$ cat src/rtl/sap1_disp_pkg.sv
// -----------------------------------------------------------------------------
// sap1_disp_pkg
// Shared definitions for the SAP-1 output display block:
//   - conv_state_t : states of the sequential binary-to-BCD converter
//   - DIGITS       : number of display digits (ones, tens, hundreds)
//   - SEG_BLANK    : segment pattern for an unlit digit ({g,f,e,d,c,b,a})
//   - seg_lookup() : BCD nibble to 7-segment pattern, active high
// -----------------------------------------------------------------------------
package sap1_disp_pkg;

  localparam int DIGITS = 3;

  localparam logic [6:0] SEG_BLANK = 7'b0000000;

  typedef enum logic [1:0] {
    IDLE   = 2'd0,
    CONV   = 2'd1,
    COMMIT = 2'd2
  } conv_state_t;

  // Segment order is {g,f,e,d,c,b,a}. Codes above 9 cannot come out of the
  // converter; they decode to an unlit digit rather than garbage.
  function automatic logic [6:0] seg_lookup(input logic [3:0] nib);
    logic [6:0] seg;
    case (nib)
      4'd0:    seg = 7'b0111111;
      4'd1:    seg = 7'b0000110;
      4'd2:    seg = 7'b1011011;
      4'd3:    seg = 7'b1001111;
      4'd4:    seg = 7'b1100110;
      4'd5:    seg = 7'b1101101;
      4'd6:    seg = 7'b1111101;
      4'd7:    seg = 7'b0000111;
      4'd8:    seg = 7'b1111111;
      4'd9:    seg = 7'b1101111;
      default: seg = SEG_BLANK;
    endcase
    return seg;
  endfunction

endpackage

$ cat src/rtl/sap1_bin2bcd_seq.sv
// -----------------------------------------------------------------------------
// sap1_bin2bcd_seq
// Sequential double-dabble converter: 8-bit unsigned value to 3 BCD digits.
// One load edge, eight shift edges, one commit edge (bcd updates 9 edges after
// the load). A load arriving while busy is parked in a one-deep pending slot
// (last one wins) and started straight from the commit edge.
//
// Ports:
//   clk         in   system clock
//   rst_n       in   asynchronous active-low reset
//   i_load      in   one-cycle load strobe
//   i_value[8]  in   value to convert
//   o_bcd[12]   out  committed result {hundreds,tens,ones}
//   o_busy      out  conversion in progress (any state other than IDLE)
// -----------------------------------------------------------------------------
module sap1_bin2bcd_seq
  import sap1_disp_pkg::*;
(
  input  logic        clk,
  input  logic        rst_n,
  input  logic        i_load,
  input  logic [7:0]  i_value,
  output logic [11:0] o_bcd,
  output logic        o_busy
);

  conv_state_t r_state;
  logic [7:0]  r_shift;
  logic [11:0] r_scratch;
  logic [2:0]  r_iter;
  logic [11:0] r_bcd;
  logic        r_pending;
  logic [7:0]  r_pending_val;

  logic [11:0] w_adj;
  logic [19:0] w_cat_shl;

  // Add-3 correction on every scratch nibble that would reach 10+ after the
  // following doubling.
  genvar gi;
  generate
    for (gi = 0; gi < DIGITS; gi++) begin : g_adj
      assign w_adj[gi*4 +: 4] = (r_scratch[gi*4 +: 4] >= 4'd5)
                              ? (r_scratch[gi*4 +: 4] + 4'd3)
                              : r_scratch[gi*4 +: 4];
    end
  endgenerate

  assign w_cat_shl = {w_adj[10:0], r_shift, 1'b0};

  always_ff @(posedge clk or negedge rst_n) begin
    if (!rst_n) begin
      r_state       <= IDLE;
      r_shift       <= 8'd0;
      r_scratch     <= 12'd0;
      r_iter        <= 3'd0;
      r_bcd         <= 12'd0;
      r_pending     <= 1'b0;
      r_pending_val <= 8'd0;
    end else begin
      case (r_state)
        IDLE: begin
          if (i_load) begin
            r_shift   <= i_value;
            r_scratch <= 12'd0;
            r_iter    <= 3'd0;
            r_state   <= CONV;
          end
        end

        CONV: begin
          r_scratch <= w_cat_shl[19:8];
          r_shift   <= w_cat_shl[7:0];
          r_iter    <= r_iter + 3'd1;
          if (r_iter == 3'd7) begin
            r_state <= COMMIT;
          end
          if (i_load) begin
            r_pending     <= 1'b1;
            r_pending_val <= i_value;
          end
        end

        COMMIT: begin
          r_bcd <= r_scratch;
          if (r_pending) begin
            // Start the parked value; a load on this same edge becomes the
            // next parked value.
            r_shift   <= r_pending_val;
            r_scratch <= 12'd0;
            r_iter    <= 3'd0;
            r_state   <= CONV;
            r_pending <= i_load;
            if (i_load) begin
              r_pending_val <= i_value;
            end
          end else if (i_load) begin
            // A load on the commit edge is pending and consumed at once.
            r_shift   <= i_value;
            r_scratch <= 12'd0;
            r_iter    <= 3'd0;
            r_state   <= CONV;
          end else begin
            r_state <= IDLE;
          end
        end

        default: begin
          r_state <= IDLE;
        end
      endcase
    end
  end

  assign o_bcd  = r_bcd;
  assign o_busy = (r_state != IDLE);

endmodule

$ cat src/rtl/sap1_output_display.sv
// -----------------------------------------------------------------------------
// sap1_output_display
// Captures SAP-1 OUT register values, converts them to BCD and drives a
// time-multiplexed 3-digit 7-segment display with leading-zero blanking.
//
// Parameters:
//   REFRESH_DIV     clk cycles per digit slot (>= 2)
//   SEG_ACTIVE_LOW  1 = invert seg and digit_en (common-anode board)
//
// Ports:
//   clk            in   system clock
//   rst_n          in   asynchronous active-low reset
//   ena            in   display enable; low blanks display and freezes scan
//   out_value[8]   in   output register contents
//   out_load       in   one-cycle strobe when out_value changes
//   seg[7]         out  segments {g,f,e,d,c,b,a}
//   digit_en[3]    out  one-hot digit select [0]=ones [1]=tens [2]=hundreds
//   bcd[12]        out  committed BCD {hundreds,tens,ones}
//   busy           out  conversion in progress
// -----------------------------------------------------------------------------
module sap1_output_display
  import sap1_disp_pkg::*;
#(
  parameter int REFRESH_DIV    = 10_000,
  parameter bit SEG_ACTIVE_LOW = 1'b0
) (
  input  logic        clk,
  input  logic        rst_n,
  input  logic        ena,
  input  logic [7:0]  out_value,
  input  logic        out_load,
  output logic [6:0]  seg,
  output logic [2:0]  digit_en,
  output logic [11:0] bcd,
  output logic        busy
);

  localparam int              CNT_W   = (REFRESH_DIV > 2) ? $clog2(REFRESH_DIV) : 1;
  localparam logic [CNT_W-1:0] CNT_MAX = CNT_W'(REFRESH_DIV - 1);

  logic [CNT_W-1:0] r_scan_cnt;
  logic [1:0]       r_digit_idx;

  logic [11:0]       w_bcd;
  logic [DIGITS-1:0] w_show;
  logic [DIGITS-1:0] w_en_raw;
  logic [3:0]        w_nib;
  logic              w_nib_show;
  logic [6:0]        w_seg_raw;
  logic [6:0]        w_seg_gated;
  logic [2:0]        w_en_gated;

  sap1_bin2bcd_seq u_bin2bcd (
    .clk     (clk),
    .rst_n   (rst_n),
    .i_load  (out_load),
    .i_value (out_value),
    .o_bcd   (w_bcd),
    .o_busy  (busy)
  );

  assign bcd = w_bcd;

  // Slot timer and digit index; both hold while the display is disabled.
  always_ff @(posedge clk or negedge rst_n) begin
    if (!rst_n) begin
      r_scan_cnt  <= '0;
      r_digit_idx <= 2'd0;
    end else if (ena) begin
      if (r_scan_cnt == CNT_MAX) begin
        r_scan_cnt  <= '0;
        r_digit_idx <= (r_digit_idx == 2'd2) ? 2'd0 : (r_digit_idx + 2'd1);
      end else begin
        r_scan_cnt <= r_scan_cnt + 1'b1;
      end
    end
  end

  // Leading-zero blanking from the committed value: a higher digit is shown
  // only when it or something above it is non-zero. Ones is always shown.
  assign w_show[0] = 1'b1;
  assign w_show[1] = (w_bcd[11:8] != 4'd0) || (w_bcd[7:4] != 4'd0);
  assign w_show[2] = (w_bcd[11:8] != 4'd0);

  genvar gi;
  generate
    for (gi = 0; gi < DIGITS; gi++) begin : g_en
      assign w_en_raw[gi] = (r_digit_idx == 2'(gi));
    end
  endgenerate

  always_comb begin
    w_nib      = 4'd0;
    w_nib_show = 1'b0;
    case (r_digit_idx)
      2'd0: begin
        w_nib      = w_bcd[3:0];
        w_nib_show = w_show[0];
      end
      2'd1: begin
        w_nib      = w_bcd[7:4];
        w_nib_show = w_show[1];
      end
      2'd2: begin
        w_nib      = w_bcd[11:8];
        w_nib_show = w_show[2];
      end
      default: begin
        w_nib      = 4'd0;
        w_nib_show = 1'b0;
      end
    endcase
  end

  assign w_seg_raw   = w_nib_show ? seg_lookup(w_nib) : SEG_BLANK;
  assign w_seg_gated = ena ? w_seg_raw : SEG_BLANK;
  assign w_en_gated  = ena ? w_en_raw : 3'b000;

  // Polarity applies last so blank and disabled states invert too.
  generate
    if (SEG_ACTIVE_LOW) begin : g_pol_low
      assign seg      = ~w_seg_gated;
      assign digit_en = ~w_en_gated;
    end else begin : g_pol_high
      assign seg      = w_seg_gated;
      assign digit_en = w_en_gated;
    end
  endgenerate

endmodule

$ cat config.mk
export PLATFORM = sky130hd
export DESIGN_NAME = sap1_output_display
export DESIGN_NICKNAME = d
export VERILOG_FILES = /design/src/rtl/sap1_disp_pkg.sv /design/src/rtl/sap1_bin2bcd_seq.sv /design/src/rtl/sap1_output_display.sv
export SDC_FILE = /design/constraint.sdc
export NUM_CORES = 1
export LEC_CHECK = 0
export BUFFER_PORTS_ARGS = -buffer_cell sky130_fd_sc_hd__buf_2
export CAP_MARGIN = 25
export CORE_MARGIN = 2
export CORE_UTILIZATION = 35
export DETAILED_ROUTE_END_ITERATION = 16
export GPL_TIMING_DRIVEN = 1
export SLEW_MARGIN = 20
export SYNTH_ARGS = -nofsm -noshare
export SYNTH_HDL_FRONTEND = slang
export SYNTH_HIERARCHICAL = 1
export SYNTH_SLANG_ARGS = --single-unit
$ cat constraint.sdc
create_clock -name clk -period 5.9 [get_ports clk]
set_input_delay 0.59 -clock clk [delete_from_list [all_inputs] [get_ports clk]]
set_output_delay 0.59 -clock clk [all_outputs]
set_load 0.02 [all_outputs]
==> results.sh <==
export IMPL_status="complete, no violations"
export IMPL_routabilityCongestion=0.788
export IMPL_worst_setup_path_end_kind="primary output"
export IMPL_area_growth_pct=14.0
export IMPL_rsz0062_at_grt="false"
export IMPL_cp_slowest_cell="dfrtp_1"
export IMPL_ys_warn_count=6
export IMPL_min_period_ns=3.23
export IMPL_crit_chain="and2b_1, a2bb2oi_1, inv_1, ha_1, mux2_2, a211oi_1, buf_2"
export IMPL_io_buffers=34
export IMPL_std_cell_rows=36
export IMPL_p_per_area_nw_per_um2=337
export IMPL_max_freq_mhz=309
export IMPL_viasPerCell=5.12
export IMPL_clkSinkCount=62
export IMPL_start_util_pct=35.7
export IMPL_grt_overflow_total=0
export IMPL_critPathMaxStageDelay_ns=0.57
export IMPL_cts_root_buf="clkbuf_8"
export IMPL_ys_ff_latch=62
export IMPL_grt_pass1_wl_um=11600
export IMPL_startpoint_type="flip-flop"
export IMPL_grtUsageTotal_pct=14.1
export IMPL_h_tree_depth=3
export IMPL_antenna_left=0
export IMPL_vdd_drop_max_uv=249
export IMPL_leakage_nw=1.86
export IMPL_die_height_um=103
export IMPL_fillers=978
export IMPL_synth_cells=314
export IMPL_nNetsFinal=377
export IMPL_die_area_um2=10600
export IMPL_path_delay_family="compound AO/OA/AOI/OAI gates"
export IMPL_grt_max_degree=63
export IMPL_critPathMaxFanout=11
export IMPL_diodes=0
export IMPL_ff2ff_setup_slack_ns=3.44
export IMPL_core_area_um2=9640
export IMPL_clockBufferDepth=2
export IMPL_grt_pass1_vias=2406
export IMPL_antenna_found_initial=0
export IMPL_r2r_start="u_bin2bcd/r_state[0]"
export IMPL_ys_seq_area_share_pct=45.1
export IMPL_drc=0
export IMPL_cts_hold_buf=0
export IMPL_avgSynthCellArea_um2=10.9
export IMPL_drive_gt1_share_pct=23.0
export IMPL_wl_um=6800
export IMPL_finalCritPeriodShare_pct=54.8
export IMPL_synth_edff_count=0
export IMPL_die_x_um=103
export IMPL_tightest_slew_ns=0.793
export IMPL_fin_skew_ns=0.0107
export IMPL_synth_most_common_cell="dfrtp_1"
export IMPL_worstSkewPairLatency_ns=0.35
export IMPL_post_dp_hpwl_um=4760
export IMPL_slew_violations=0
export IMPL_vias=2483
export IMPL_rr_endpoint="u_bin2bcd/r_shift[5]"
export IMPL_worstRegToRegCells=6
export IMPL_synth_top_area_share_pct=45.1
export IMPL_syn_num_nets=344
export IMPL_cts_buffers=9
export IMPL_hold_path_class="in -> async"
export IMPL_synthTopCellsByArea="dfrtp_1, ha_1, mux2_2"
export IMPL_path_buf_inv=2
export IMPL_post_layout_nonfiller_instances=485
export IMPL_worstPathRequired_ns=5.31
export IMPL_crit_type="reg -> out"
export IMPL_ys_types=54
export IMPL_post_cts_buffers=0
export IMPL_hold_violations=0
export IMPL_cts_tree="yes"
export IMPL_slew_headroom_pct=47.2
export IMPL_first_pass_iters=4
export IMPL_async_flop_share_pct=100
export IMPL_placed_cells=469
export IMPL_cp_arrival_ns=2.64
export IMPL_io_pins=35
export IMPL_synth_common_cells="dfrtp_1, mux2_2, nor2_1"
export IMPL_cts_resized=0
export IMPL_syn_area_um2=3440
export IMPL_cts_clk_slew_worst_paths_ns=0.08
export IMPL_ys_flop_type="dfrtp_1"
export IMPL_drt_iter0_markers=103
export IMPL_setup_viol_count_final=0
export IMPL_drv_cap=0
export IMPL_synth_top_area_cell="dfrtp_1"
export IMPL_setup_tns_ns=0
export IMPL_avgRoutedWirePerCell_um=14.0
## flip-flops by register name, indices dropped and copies added, names as in the netlist, 2 cells and up
| register | flops |
|---|---|
| r_digit_idx | 2 |
| u_bin2bcd/r_iter | 3 |
| u_bin2bcd/o_bcd | 12 |
| u_bin2bcd/r_scratch | 12 |
| r_scan_cnt | 14 |
| u_bin2bcd/r_state | 2 |
| u_bin2bcd/r_pending_val | 8 |
| u_bin2bcd/r_shift | 8 |
## layer usage
| metal | share of wire, % | global-route usage (%) |
|---|---|---|
| met3 | 5.6 | 4.68 |
| met1 | 49 | 19.1 |
| met4 | 1.4 | 4.55 |
| met2 | 44 | 21.4 |
| met5 | 0 | 0 |
## stage by stage
step	total power, W	instance area [um2]	util, %	hold WS (ns)	setup slack [ns]
4_1_cts	0.00134	3920	40.7	0.430	2.65
2_1_floorplan	0.000834	3440	-	0.294	3.15
3_3_place_gp	0.000910	3700	38.4	0.478	3.08
6_report	0.00132	3920	40.7	0.415	2.67
5_1_grt	0.00141	3920	40.7	0.467	2.44
3_5_place_dp	0.000919	3700	38.4	0.486	3.04
## worst reg2reg max path: stages, from the launching register on
cell and delay, ns:
dfrtp_1 0.41, inv_1 0.10, ha_1 0.66, nand2b_2 0.17, a21oi_2 0.28, or2_1 0.54
a221o_1 0.26
## power breakdown
| group | internal, W | switching [W] |
|---|---|---|
| Clock | 0.000239 | 0.000173 |
| Combinational | 0.000136 | 0.000177 |
| Sequential | 0.000516 | 0.0000808 |
## logic make-up (layout without fill, tap and decap cells)
kind of cell,after synthesis,in the layout,share of synthesized area [%]
buffers and inverters,31,69,4.40
XOR/XNOR,12,12,3.06
flip-flops,62,62,45.1
AO/OA/AOI/OAI,76,76,16.9
adder cells (fa/ha/maj),18,18,6.55
AND/OR/NAND/NOR,78,78,12.2
multiplexers,37,37,11.8
## cells in the final DEF, fill, tap and decap left out, types with 6 or more instances in the layout
master / n
mux2i_1: 11
inv_1: 18
dfrtp_1: 62
a22oi_1: 7
and2_1: 6
clkbuf_8: 9
a211oi_1: 6
o21ai_0: 15
nor2_1: 20
a22o_1: 9
nand2b_1: 7
a21oi_1: 11
xnor2_1: 9
buf_2: 34
ha_1: 18
mux2_2: 20
nand2_1: 12
## cell type report
type                    count  area, um2  share of cell area [%]
flip-flops and latches     62       1550                    39.6
clock buffers               9        124                    3.16
inverters                  18       67.6                    1.72
multi-input cells         221       1740                    44.3
clock inverters             7       98.8                    2.52
repair buffers             35        178                    4.53
well taps                 133        166                    4.24
## worst max path at each step
stage | to | depth (start not counted) | slack (ns) | startpoint
2_1_floorplan | seg[0] | 7 | 3.15 | r_digit_idx[1]
3_3_place_gp | seg[0] | 7 | 3.08 | r_digit_idx[0]
3_5_place_dp | seg[0] | 7 | 3.04 | r_digit_idx[0]
4_1_cts | seg[0] | 7 | 2.65 | r_digit_idx[0]
5_1_grt | seg[0] | 7 | 2.44 | r_digit_idx[0]
6_report | seg[0] | 7 | 2.67 | r_digit_idx[0]
Note: power is estimated with default switching activity, not from simulation.
